==> src/rtl/disp_scan_mux.sv <==
// Time-multiplexed seven-segment digit scanner with shadow capture, prescaled scan and frame marker.
// Optional leading-zero blanking: define DISP_SCAN_BLANK_EN. The digit field port is 'fld' because 'do' is a reserved word.
module disp_scan_mux #(
  parameter int NDIG  = 4,
  parameter int DW    = 4,
  parameter int PRESC = 50000,
  localparam int AW   = $clog2(NDIG)
) (
  input  logic                 clk,
  input  logic                 rst_n,
  input  logic [NDIG*DW-1:0]   dat,
  input  logic [NDIG-1:0]      dp_in,
  input  logic                 ld,
  input  logic                 en,
  output logic [DW-1:0]        fld,
  output logic [NDIG-1:0]      an,
  output logic                 dp,
  output logic [AW-1:0]        adr,
  output logic                 frame
);

  localparam int CW = (PRESC > 1) ? $clog2(PRESC) : 1;
  localparam logic [CW-1:0] CNT_LAST = CW'(PRESC - 1);
  localparam logic [AW-1:0] ADR_LAST = AW'(NDIG - 1);

  logic [CW-1:0]      cnt;
  logic [NDIG*DW-1:0] sh_dat;
  logic [NDIG-1:0]    sh_dp;
  logic               tick;
  logic               wrap;
  logic [DW-1:0]      fld_nxt;
  logic               dp_nxt;
  logic [NDIG-1:0]    sel;
  logic [NDIG-1:0]    lit;
  logic [NDIG-1:0]    an_nxt;

  assign tick = en && (cnt == CNT_LAST);
  assign wrap = tick && (adr == ADR_LAST);

  // Digit select from the current index; the explicit compare keeps non-power-of-2 NDIG safe.
  always_comb begin
    fld_nxt = '0;
    dp_nxt  = 1'b1;
    sel     = '0;
    for (int i = 0; i < NDIG; i++) begin
      if (adr == AW'(i)) begin
        sel[i]  = 1'b1;
        fld_nxt = sh_dat[i*DW +: DW];
        dp_nxt  = ~sh_dp[i];
      end
    end
  end

`ifdef DISP_SCAN_BLANK_EN
  logic [NDIG-1:0] blank;
  logic            zero_run;

  // A digit is blank only if it and every more significant digit is zero with no decimal point.
  always_comb begin
    blank    = '0;
    zero_run = 1'b1;
    for (int i = NDIG - 1; i >= 1; i--) begin
      zero_run = zero_run & (sh_dat[i*DW +: DW] == '0) & ~sh_dp[i];
      blank[i] = zero_run;
    end
  end

  assign lit = sel & ~blank;
`else
  assign lit = sel;
`endif

  assign an_nxt = en ? ~lit : '1;

  always_ff @(posedge clk) begin
    if (!rst_n) begin
      cnt    <= '0;
      adr    <= '0;
      sh_dat <= '0;
      sh_dp  <= '0;
      fld    <= '0;
      an     <= '1;
      dp     <= 1'b1;
      frame  <= 1'b0;
    end else begin
      if (ld) begin
        sh_dat <= dat;
        sh_dp  <= dp_in;
      end
      if (tick) begin
        cnt <= '0;
        adr <= (adr == ADR_LAST) ? '0 : adr + 1'b1;
      end else if (en) begin
        cnt <= cnt + 1'b1;
      end
      // Output stage: registered from the index and shadow as they stood before this edge.
      frame <= wrap;
      fld   <= fld_nxt;
      dp    <= dp_nxt;
      an    <= an_nxt;
    end
  end

endmodule

==> config.mk <==
export PLATFORM = sky130hd
export DESIGN_NAME = disp_scan_mux
export DESIGN_NICKNAME = d
export VERILOG_FILES = /design/src/rtl/disp_scan_mux.sv
export SDC_FILE = /design/constraint.sdc
export NUM_CORES = 1
export LEC_CHECK = 0
export ABC_CLOCK_PERIOD_IN_PS = 4710
export CORE_ASPECT_RATIO = 0.5
export CORE_MARGIN = 2
export CORE_UTILIZATION = 56
export DETAILED_ROUTE_END_ITERATION = 16
export GPL_TIMING_DRIVEN = 0
export HOLD_SLACK_MARGIN = 0.02
export PLACE_DENSITY_LB_ADDON = 0.12
export SLEW_MARGIN = 20
export SYNTH_ARGS = -nofsm -noshare
export SYNTH_HDL_FRONTEND = slang
export SYNTH_SLANG_ARGS = --single-unit
==> constraint.sdc <==
create_clock -name clk -period 4.71 [get_ports clk]
set_input_delay 0.471 -clock clk [delete_from_list [all_inputs] [get_ports clk]]
set_output_delay 0.471 -clock clk [all_outputs]
set_load 0.01 [all_outputs]
==> results by group <==
Outcome
  • Status: finished clean

Yosys
  • Post-Syn Area per Cell: 9.641 sq um
  • Ys async rst share: 0
  • Post-Syn Instances: 214
  • YS warnings: 0
  • Yosys reg bits: 48
  • Post-synth EDFFs: 0
  • Sequential area share after synthesis: 0.4657
  • Syn Nets: 243
  • Synth Cell Area: 0.002063 sq mm
  • Prevailing post-synth register cell: dfxtp_1
  • Yosys cell types: 32

Timing
  • Period utilization: 0.4375
  • FMAX: 485.3 MHz
  • Final hold vios: 0
  • Fin. max-slew vios: 0
  • Setup violations, final: 0
  • Worst-margin pin slew: 0.7304 ns
  • Min Tclk post-route: 2.060 ns
  • Skew final: 0.009381 ns
  • Setup TNS: 0 ns
  • Setup WS post-layout: 2.650 ns
  • Unrepaired setup endpoints after global routing: no
  • Slew HR: 0.5131

Route
  • DRC: 0
  • Initial DRT Pass Iterations: 4
  • Via-to-Cell Ratio: 5.062
  • Vias post-DR: 1,554
  • Routed Antenna Nets: 0
  • WL final: 3.967 mm
  • DR iter-0 viols: 43
  • Wirelength per Cell: 12.92 microns

Critical path
  • CP Capture Type: flip-flop
  • Worst Setup SP: en
  • Highest net fanout along the worst path: 10
  • CP cell instances: clkdlybuf4s50_1 -> buf_2 -> and4_1 -> nand4_1 -> nand2_1 -> buf_2 -> nor2_1
  • Critical path's top delay family: buffers and inverters
  • Largest stage delay, worst path: 0.47 ns
  • WP data required: 4.90 ns
  • Crit start category: input port
  • Worst EP arrival: 2.25 ns
  • Crit Path Category: in2reg
  • Slowest stage cell, crit path: clkdlybuf4s50_1
  • FF-to-FF Start: cnt[11]$_SDFFE_PP0P_
  • Buf+Inv Stages, Crit Path: 3
  • Worst path most repeated cell: buf_2

Power
  • Leak pwr: 0.9934 nW
  • Worst VDD drop: 0.2076 mV
  • PwrDens: 340.8 mW/mm^2
  • Total design power: 0.0008951 W

Floorplan
  • Number of placement rows: 15
  • Full die area: 0.004215 sq mm
  • Chip height: 46.92 microns
  • Initial Utilization: 0.5942
  • Die X: 89.84 microns
  • Core ar.: 0.003472 sq mm
  • I/O Pins: 36

CTS
  • Clk root buf: clkbuf_8
  • Clock sink count: 48
  • Post_cts resized: 0
  • H-Tree Depth: 2
  • CTS tree: built
  • Setup bufs post-CTS: 0
  • Hold-fix buffers, CTS: 0
  • Clk Latency, worst-skew pair: 0.30 ns
  • CTS buffer count: 5
  • Clock slew at reported path FFs: 0.09 ns
  • Clock buffer depth: 2

Finish
  • Area growth syn-to-layout: 27.29%
  • Layout Nets: 284
  • # diodes: 0
  • Commonest non-fill, non-tap cell in the layout: dfxtp_1
  • Most frequent cells in the layout: dfxtp_1, clkdlybuf4s50_1, mux2i_1
  • Layout cells sized above 1: 0.06250

Min path
  • Hold Crit Class: reg2reg
  • HP Start: sh_dat[12]$_SDFFE_PN0P_

Global routing
  • Tot GR Track Use: 0.1972
  • Pin count of the biggest net entering global routing: 16
  • Initial antenna violation count: 0
  • Global route overflow: 0
  • Vias in the first global route: 1,450
  • First-pass GRT wire length: 6.348 mm

Placed design
  • Dpl hpwl: 2.787 mm
  • Post-Place Worst Slack: 2.353 ns
  • Gp weighted congestion: 0.8055
  • Port-buffer cells: 34

Flow run
  • Max Cap Viol: 0
==> layout make-up <==
class | count | area (sq um)
clock inverter | 3 | 90.09
fill | 262 | 845.8
timing repair buffer | 34 | 340.3
clock buffer | 5 | 68.82
sequential | 48 | 960.9
tap | 51 | 63.81
inverter | 3 | 11.26
multi-input combinational | 151 | 1035
buffer | 12 | 56.30
==> through the flow <==
step,cell area [sq um],hold WS [ns],cells,utilization
2_1_floorplan,2063,0.4432,214,-
3_3_place_gp,2467,0.4577,299,0.7106
3_5_place_dp,2467,0.4631,299,0.7106
4_1_cts,2626,0.4846,307,0.7564
5_1_grt,2626,0.5107,307,0.7564
6_report,2626,0.4852,307,0.7564
==> sequential cells by signal (all words and copies together) (netlist names) <==
register  cells
an            4
cnt          16
sh_dat       16
frame         1
sh_dp         4
dp            1
fld           4
adr           2
==> worst reg2reg max path, stage by stage, from the launching register on <==
cell,delay (ns)
dfxtp_1,0.36
nor4b_1,0.48
nand4_1,0.31
nand2_1,0.28
buf_2,0.26
nor2_1,0.08
==> cells by family after synthesis <==
| logic type | synth area share |
|---|---|
| adders and majority gates | 0.03032 |
| and+or+nand+nor | 0.2456 |
| muxes | 0.1310 |
| DFF | 0.4657 |
| xor gates and xnor gates | 0.05943 |
| AOI/OAI and AO/OA | 0.03517 |
| buffers and inverters | 0.03274 |
==> power by group <==
part	leakage (nW)	internal, W	total [W]	switching [W]
Clock	0.0784	0.000265	0.000403	0.000138
Sequential	0.392	0.000420	0.000427	0.00000772
Combinational	0.523	0.0000387	0.0000644	0.0000258
Total	0.993	0.000724	0.000895	0.000171
==> synth_stat cells (3+ instances only) <==
library cell | n | area [sq um]
xor2_1 | 4 | 35.03
dfxtp_1 | 48 | 960.9
o21ai_0 | 9 | 45.04
nor2_1 | 15 | 56.30
nor3_1 | 3 | 15.01
ha_1 | 5 | 62.56
nand4_1 | 6 | 37.54
mux2i_1 | 27 | 270.3
nor2b_1 | 21 | 131.4
inv_1 | 3 | 11.26
xnor2_1 | 10 | 87.58
nand3_1 | 13 | 65.06
and4_1 | 3 | 26.28
nand2_1 | 17 | 63.81
clkbuf_1 | 8 | 30.03
==> metal layers <==
metal	GRT usage	vias up	share of wire
li1	-	810	-
met1	0.2279	714	0.48
met2	0.3712	26	0.48
met3	0.06260	4	0.040
met4	0.06462	0	0.0086
met5	0	-	0
==> worst paths after layout <==
kind | end | slack, ns | cells after the start
worst max-delay path | cnt[14]$_SDFFE_PP0P_ | 2.65 | 7
worst min-delay path | fld[0]$_SDFF_PN0_ | 0.49 | 2
worst max register to register | cnt[14]$_SDFFE_PP0P_ | 2.86 | 5
worst min register to register | fld[0]$_SDFF_PN0_ | 0.49 | 2
(Power assumes the default switching activity.)
